===== src/rtl/seg_scan_driver.sv =====
// Multiplexed 7-segment scan driver: one active-low digit enable per scan slot,
// with frame-snapshotted inputs, blink and blank control, and a frame-start pulse.
module seg_scan_driver #(
   parameter int N_DIGITS     = 8,
   parameter int SCAN_DIV     = 100,
   parameter int BLINK_FRAMES = 64
) (
   input  logic                  fs,
   input  logic                  rst,
   input  logic [4*N_DIGITS-1:0] digits,
   input  logic [N_DIGITS-1:0]   blink_mask,
   input  logic [N_DIGITS-1:0]   blank_mask,
   input  logic [N_DIGITS-1:0]   dp_mask,
   output logic [N_DIGITS-1:0]   led_dig,
   output logic [7:0]            display,
   output logic                  frame_start
);

   localparam int PW = $clog2(SCAN_DIV);
   localparam int IW = $clog2(N_DIGITS);
   localparam int FW = (BLINK_FRAMES > 1) ? $clog2(BLINK_FRAMES) : 1;
   localparam logic [PW-1:0] P_LAST = PW'(SCAN_DIV - 1);
   localparam logic [IW-1:0] I_LAST = IW'(N_DIGITS - 1);
   localparam logic [FW-1:0] F_LAST = FW'(BLINK_FRAMES - 1);

   function automatic logic [6:0] seg_decode(input logic [3:0] v);
      logic [6:0] s;
      case (v)
         4'h0:    s = 7'b1000000;
         4'h1:    s = 7'b1111001;
         4'h2:    s = 7'b0100100;
         4'h3:    s = 7'b0110000;
         4'h4:    s = 7'b0011001;
         4'h5:    s = 7'b0010010;
         4'h6:    s = 7'b0000010;
         4'h7:    s = 7'b1111000;
         4'h8:    s = 7'b0000000;
         4'h9:    s = 7'b0010000;
         4'hA:    s = 7'b0001000;
         4'hB:    s = 7'b0000011;
         4'hC:    s = 7'b1000110;
         4'hD:    s = 7'b0100001;
         4'hE:    s = 7'b0000110;
         default: s = 7'b0001110;
      endcase
      return s;
   endfunction

   // Blank beats blink; blink only darkens during the odd blink phase.
   function automatic logic [7:0] seg_value(input logic blank, input logic blink,
                                            input logic phase, input logic dp,
                                            input logic [3:0] v);
      logic [7:0] s;
      if (blank)               s = 8'hFF;
      else if (blink && phase) s = 8'hFF;
      else                     s = {~dp, seg_decode(v)};
      return s;
   endfunction

   logic [PW-1:0]         r_presc;
   logic [IW-1:0]         r_idx;
   logic [FW-1:0]         r_frame;
   logic                  r_phase;
   logic [4*N_DIGITS-1:0] r_digits;
   logic [N_DIGITS-1:0]   r_blink;
   logic [N_DIGITS-1:0]   r_blank;
   logic [N_DIGITS-1:0]   r_dp;
   logic [N_DIGITS-1:0]   r_led_dig;
   logic [7:0]            r_display;
   logic                  r_frame_start;

   logic                  w_tick;
   logic                  w_wrap;
   logic [IW-1:0]         w_idx_nxt;
   logic [4*N_DIGITS-1:0] w_src_digits;
   logic [N_DIGITS-1:0]   w_src_blink;
   logic [N_DIGITS-1:0]   w_src_blank;
   logic [N_DIGITS-1:0]   w_src_dp;
   logic [3:0]            w_digit_val;
   logic [7:0]            w_seg_nxt;
   logic [N_DIGITS-1:0]   w_led_nxt;

   assign w_tick    = (r_presc == P_LAST);
   assign w_wrap    = w_tick && (r_idx == I_LAST);
   assign w_idx_nxt = (r_idx == I_LAST) ? '0 : r_idx + 1'b1;

   // On the wrap tick digit 0 must already see the fresh snapshot, so bypass the registers.
   assign w_src_digits = w_wrap ? digits     : r_digits;
   assign w_src_blink  = w_wrap ? blink_mask : r_blink;
   assign w_src_blank  = w_wrap ? blank_mask : r_blank;
   assign w_src_dp     = w_wrap ? dp_mask    : r_dp;

   assign w_digit_val = w_src_digits[{w_idx_nxt, 2'b00} +: 4];
   assign w_seg_nxt   = seg_value(w_src_blank[w_idx_nxt], w_src_blink[w_idx_nxt],
                                  r_phase, w_src_dp[w_idx_nxt], w_digit_val);
   assign w_led_nxt   = ~(N_DIGITS'(1) << w_idx_nxt);

   always_ff @(posedge fs or posedge rst) begin
      if (rst) begin
         r_presc <= '0;
         r_idx   <= I_LAST;
      end else if (w_tick) begin
         r_presc <= '0;
         r_idx   <= w_idx_nxt;
      end else begin
         r_presc <= r_presc + 1'b1;
      end
   end

   always_ff @(posedge fs or posedge rst) begin
      if (rst) begin
         r_frame <= '0;
         r_phase <= 1'b0;
      end else if (w_wrap) begin
         if (r_frame == F_LAST) begin
            r_frame <= '0;
            r_phase <= ~r_phase;
         end else begin
            r_frame <= r_frame + 1'b1;
         end
      end
   end

   always_ff @(posedge fs or posedge rst) begin
      if (rst) begin
         r_digits <= '0;
         r_blink  <= '0;
         r_blank  <= '0;
         r_dp     <= '0;
      end else if (w_wrap) begin
         r_digits <= digits;
         r_blink  <= blink_mask;
         r_blank  <= blank_mask;
         r_dp     <= dp_mask;
      end
   end

   always_ff @(posedge fs or posedge rst) begin
      if (rst) begin
         r_led_dig     <= '1;
         r_display     <= 8'hFF;
         r_frame_start <= 1'b0;
      end else begin
         r_frame_start <= w_wrap;
         if (w_tick) begin
            r_led_dig <= w_led_nxt;
            r_display <= w_seg_nxt;
         end
      end
   end

   assign led_dig     = r_led_dig;
   assign display     = r_display;
   assign frame_start = r_frame_start;

endmodule


===== config.mk =====
export PLATFORM = sky130hd
export DESIGN_NAME = seg_scan_driver
export DESIGN_NICKNAME = d
export VERILOG_FILES = /design/src/rtl/seg_scan_driver.sv
export SDC_FILE = /design/constraint.sdc
export NUM_CORES = 1
export LEC_CHECK = 0
export BUFFER_PORTS_ARGS = -buffer_cell sky130_fd_sc_hd__buf_2
export CAP_MARGIN = 20
export CORE_MARGIN = 1
export CORE_UTILIZATION = 46
export DETAILED_ROUTE_END_ITERATION = 12
export HOLD_SLACK_MARGIN = 0.05
export PLACE_DENSITY = 0.67
export SKIP_CTS_REPAIR_TIMING = 1
export SLEW_MARGIN = 0
export SYNTH_ARGS = -nofsm -noshare
export SYNTH_HDL_FRONTEND = slang
export SYNTH_SLANG_ARGS = --single-unit

===== constraint.sdc =====
create_clock -name fs -period 6.3 [get_ports fs]
set_clock_uncertainty 0.2 [all_clocks]
set_input_delay 1.26 -clock fs [delete_from_list [all_inputs] [get_ports fs]]
set_output_delay 1.26 -clock fs [all_outputs]
set_load 0.05 [all_outputs]

Word-level counts from Yosys, hierarchy flattened
Memory sizes are Yosys's and may differ from the RTL's.
Index checks and enable logic that the tools add are counted.
- $add $sub $neg: 3
- order comparisons: 1
- equality and inequality tests: 3
- shift-type cells: 2
- mux-type cells: 15
- bitwise operators: 3
- reductions and logical operators: 3
- operators by type and width (kind ; count):
    $mux W8 ; 5
    $mux W32 ; 1
    $shiftx A32 B6 Y4 ; 1
    $bmux W1 S3 ; 3
    $not A8 Y8 ; 1
    $shl A1 B3 Y8 const A ; 1
    $add A7 B1 Y7 const B ; 1
    $eq A7 B7 Y1 const B ; 1
    $mux W7 ; 1
    $add A6 B1 Y6 const B ; 1
    $eq A6 B6 Y1 const B ; 1
    $mux W6 ; 1
    $lt A3 B4 Y1 const B ; 1
    $add A3 B1 Y3 const B ; 1
    $eq A3 B3 Y1 const B ; 1
    $mux W1 ; 3
    $mux W3 ; 1
    $logic_and A1 B1 Y1 ; 2
    $not A1 Y1 ; 2
    $reduce_and A2 Y1 ; 1
- flip-flop bits (word level): 90
- memory bits (read-only): 112
- output and inout port bits: 17
- memories: 1
- memory list (name ; words ; width ; read ports ; clocked after Yosys merged registers in ; write ports ; RTL line ; text):
    (no name shown) ; 16 ; 7 ; 1 ; 0 ; 0 ; 28 ; case (v)

Logic depth before layout (Yosys ltp)
- depth in word-level cells: 8
- gate-level depth with buffers: 17
- depth with buffers taken out: 14

Least setup slack after synthesis
No wires, ideal clock.
- kind: reg-to-reg
- start point: register r_idx[0]
- end point: register r_display[3] (netlist: display[3])
- setup time: 0.091 ns
- arrival: 3.141 ns
- slack: 2.868 ns
- cell stages (with the launch flop): 17
- cells stage by stage: dfstp_2 -> ha_1 -> ha_1 -> inv_1 -> or3_1 -> buf_6 -> clkinv_2 -> buf_6 -> nand2_1 -> a31oi_1 -> a21oi_1 -> a22oi_1 -> inv_1 -> ha_1 -> mux2_2 -> mux2i_1 -> a21oi_1
- longest elaborated chain between the ends: 8
- RTL lines (element ; RTL line ; text):
    from (decl) ; 61 ; logic [IW-1:0] r_idx;
    from (signal assigned) ; 104 ; r_idx <= w_idx_nxt;
    branches (longest 7 deep; another with $mem_v2 Z16 W7) ; - ;
    $mux W8 * ; 54 ; if (blank) s = 8'hFF;
    to (signal assigned) ; 147 ; r_display <= w_seg_nxt;
    to (decl) ; 69 ; logic [7:0] r_display;
Mark *: on every way between the ends. The select of a mux whose other input is x is not followed.
A chain may end at the register's enable or synchronous reset.

Worst setup path after layout
Ends and elaborated chain as after synthesis.

==> flow_metrics.tcl <==
set metrics [dict create \
    outcome "complete, no violations" \
    drive_above_1_share_pct 23.8 \
    numPortBuffers 74 \
    drt_iter0_drc 222 \
    synth_top_family_by_area "simple AND/OR/NAND/NOR gates" \
    synthSimpleGateAreaFrac_pct 22.8 \
    fin_cells 744 \
    max_cap_viol_count 0 \
    synth_top_area_share_pct 36.5 \
    place_congestion 0.833 \
    async_flop_share_pct 100 \
    grt_usage_pct 21.9 \
    fin_util_pct 53.0 \
    synthCells 548 \
    yosysWarnings 0 \
    grt_pass1_vias 3904 \
    cp_data_required_time_ns 6.39 \
    vias 3953 \
    grt_remaining_overflow 0 \
    netlist_area_mm2 0.00487 \
    wl_per_cell_um 15.1 \
    cp_slowest_stage_delay_ns 0.96 \
    ys.flop_type "dfrtp_1" \
    clockBufferDepth 2 \
    clock-sinks 90 \
    cts_tree "yes" \
    grt_antenna_before_repair 0 \
    postRouteAntennaNets 0 \
    slew_violations 0 \
    reg2regPathDepth 15 \
    slew_headroom_pct 35.1 \
    dp_cells 728 \
    worst_path_most_repeated_cell "ha_1" \
    worstPathCellList "ha_1 > ha_1 > buf_4 > inv_1 > or3_2 > clkinv_2 > nand2_1 > a31oi_1 > a21oi_1 > a22oi_1 > inv_1 > ha_1 > mux2_2 > mux2i_1 > a21oi_1" \
    pre_cts_ws_ns 1.47 \
    synthAdderAreaFrac_pct 3.86 \
    synth_edf_count 0 \
    cp-start-kind "flip-flop" \
    grt_pass1_wl_um 18900 \
    finalCritPeriodShare_pct 78.2 \
    start_util_pct 47.4 \
    synth.area.top_cells "dfrtp_1, nand2_1, dfstp_2" \
    max_freq_ghz 0.203 \
    setup_viol 0 \
    cp.arrival_ns 5.01 \
    synthDistinctLibCells 54 \
    dpl-instance-area_mm2 0.00525 \
    final.min_clock_period_ns 4.93 \
    hold_slack_ns 0.274 \
    cts_max_level 3 \
    yosysSeqAreaShare_pct 46.8 \
    cellLeakagePower_nw 2.42 \
    synth_compound_area_share_pct 12.6 \
    die_w_um 105 \
    hpwlAfterDp_um 7710 \
    slowest_stage "dfstp_2" \
    setup_tns_ns 0 \
    endpoint "display[3]$_DFFE_PP1N_" \
    power_density_mw_per_mm2 185 \
    synth_mux_area_share_pct 6.89 \
    finalHoldViolations 0 \
    max_slew.worst_pin.slew_ns 0.974 \
    rrSetupSlack_ns 1.37 \
    synth_area_leader_cell "dfrtp_1" \
    final_common_cell "nand2_1" \
    drt-total-wl_um 11200 \
    diodes 0 \
    final_area_mm2 0.00544 \
    drcViolationCount 0 \
    clk_latency_ns 0.37 \
    area_growth_pct 11.8 \
    ios 75 \
    core_area_mm2 0.0103 \
    rr_startpoint "r_idx[0]$_DFFE_PP1N_" \
    critical_path_class "reg -> reg" \
    firstDrtPassIters 5 \
    viasPerCell 5.31 \
    rsz0062_at_grt "false" \
    synth-seq-cells 90 \
    reg2reg_to "display[3]$_DFFE_PP1N_" \
    grt_max_degree 70 \
    mostFrequentLayoutCells "nand2_1, buf_2, dfrtp_1" \
    cts_made_buffers 9 \
    finalNetCount 676 \
    cts_root_buf "clkbuf_8" \
    final_critical_path_setup_slack_ns 1.37 \
    peakVddDrop_uv 97.2 \
    synth_xor_area_share_pct 1.44 \
    cp_max_fo 31 \
    hold_class "reg -> reg" \
    die-area_mm2 0.0110 \
    cp-startpoint "r_idx[0]$_DFFE_PP1N_" \
    die_h_um 105 \
    path_clk_slew_ns 0.10 \
    rows 37 \
    cp-end-kind "flip-flop" \
    p_total_mw 1.01 \
    syn_avg_cell_area_um2 8.88 \
    syn-num-nets 621 \
]
-- cell usage after synthesis (3+ instances only) --
| cell | n |
|---|---|
| a211oi_1 | 6 |
| a21oi_1 | 20 |
| a31oi_1 | 14 |
| and3_1 | 3 |
| buf_2 | 4 |
| buf_4 | 3 |
| buf_6 | 7 |
| clkbuf_1 | 20 |
| dfrtp_1 | 71 |
| dfstp_2 | 19 |
| ha_1 | 15 |
| inv_1 | 16 |
| mux2_2 | 12 |
| mux2i_1 | 11 |
| mux4_2 | 4 |
| nand2_1 | 190 |
| nand3_1 | 10 |
| nand4_1 | 3 |
| nor2_1 | 28 |
| nor2b_1 | 6 |
| nor3_1 | 5 |
| o21ai_0 | 24 |
| o31ai_1 | 6 |
| or3_1 | 5 |
| xnor2_1 | 6 |
-- layout make-up --
class	instances	area [µm²]
Fill cell	1006	4830
Multi-Input combinational cell	404	2320
Sequential cell	90	2280
Timing Repair Buffer	79	408
Tap cell	136	170
Clock buffer	9	124
Inverter	19	73.8
Clock inverter	7	68.8
-- cells by family after synthesis --
group                    count (synthesis)
multiplexers                            27
adder cells (fa/ha/maj)                 15
XOR/XNOR                                 8
AO/OA/AOI/OAI                           91
flip-flops                              90
AND/OR/NAND/NOR                        263
buffers and inverters                   54
-- worst min-delay path by stage --
stage | start | end | slack [ns] | cells after the start
finish | r_phase$_DFFE_PP0P_ | r_phase$_DFFE_PP0P_ | 0.27 | 1
global route | r_frame[4]$_DFFE_PP0N_ | r_frame[4]$_DFFE_PP0N_ | 0.30 | 1
CTS | r_dp[5]$_DFF_PP0_ | r_dp[5]$_DFF_PP0_ | 0.28 | 2
detailed placement | r_dp[5]$_DFF_PP0_ | r_dp[5]$_DFF_PP0_ | 0.26 | 2
global placement | r_dp[3]$_DFF_PP0_ | r_dp[3]$_DFF_PP0_ | 0.25 | 2
floorplan | r_dp[1]$_DFF_PP0_ | r_dp[1]$_DFF_PP0_ | 0.24 | 2
-- metal layers --
metal  global-route usage [%]  vias up  wire (µm)
met3                     3.18       19        447
li1                         -     1940          -
met5                        0        -          0
met2                     36.1       91       5410
met1                     28.6     1903       5170
met4                     9.76        0        216
-- sequential cells by signal, indices dropped and copies added (netlist names) --
register     count
r_presc          7
r_digits        32
r_idx            3
led_dig          8
r_blank          8
display          8
r_phase          1
r_dp             8
r_blink          8
r_frame          6
frame_start      1
-- critical path, delay by kind of cell (launching register included) --
family | cells | cell delay, ns
compound gates | 4 | 0.86
fa+ha+maj | 3 | 0.74
buf+inv | 4 | 0.96
flops | 1 | 0.96
mux | 2 | 0.42
simple gates | 2 | 0.67
-- power breakdown --
group,internal (mW),switching (mW)
registers,0.578,0
clock network,0.183,0.216
logic,0.0135,0.0195
Note: power is estimated with default switching activity, not from simulation.
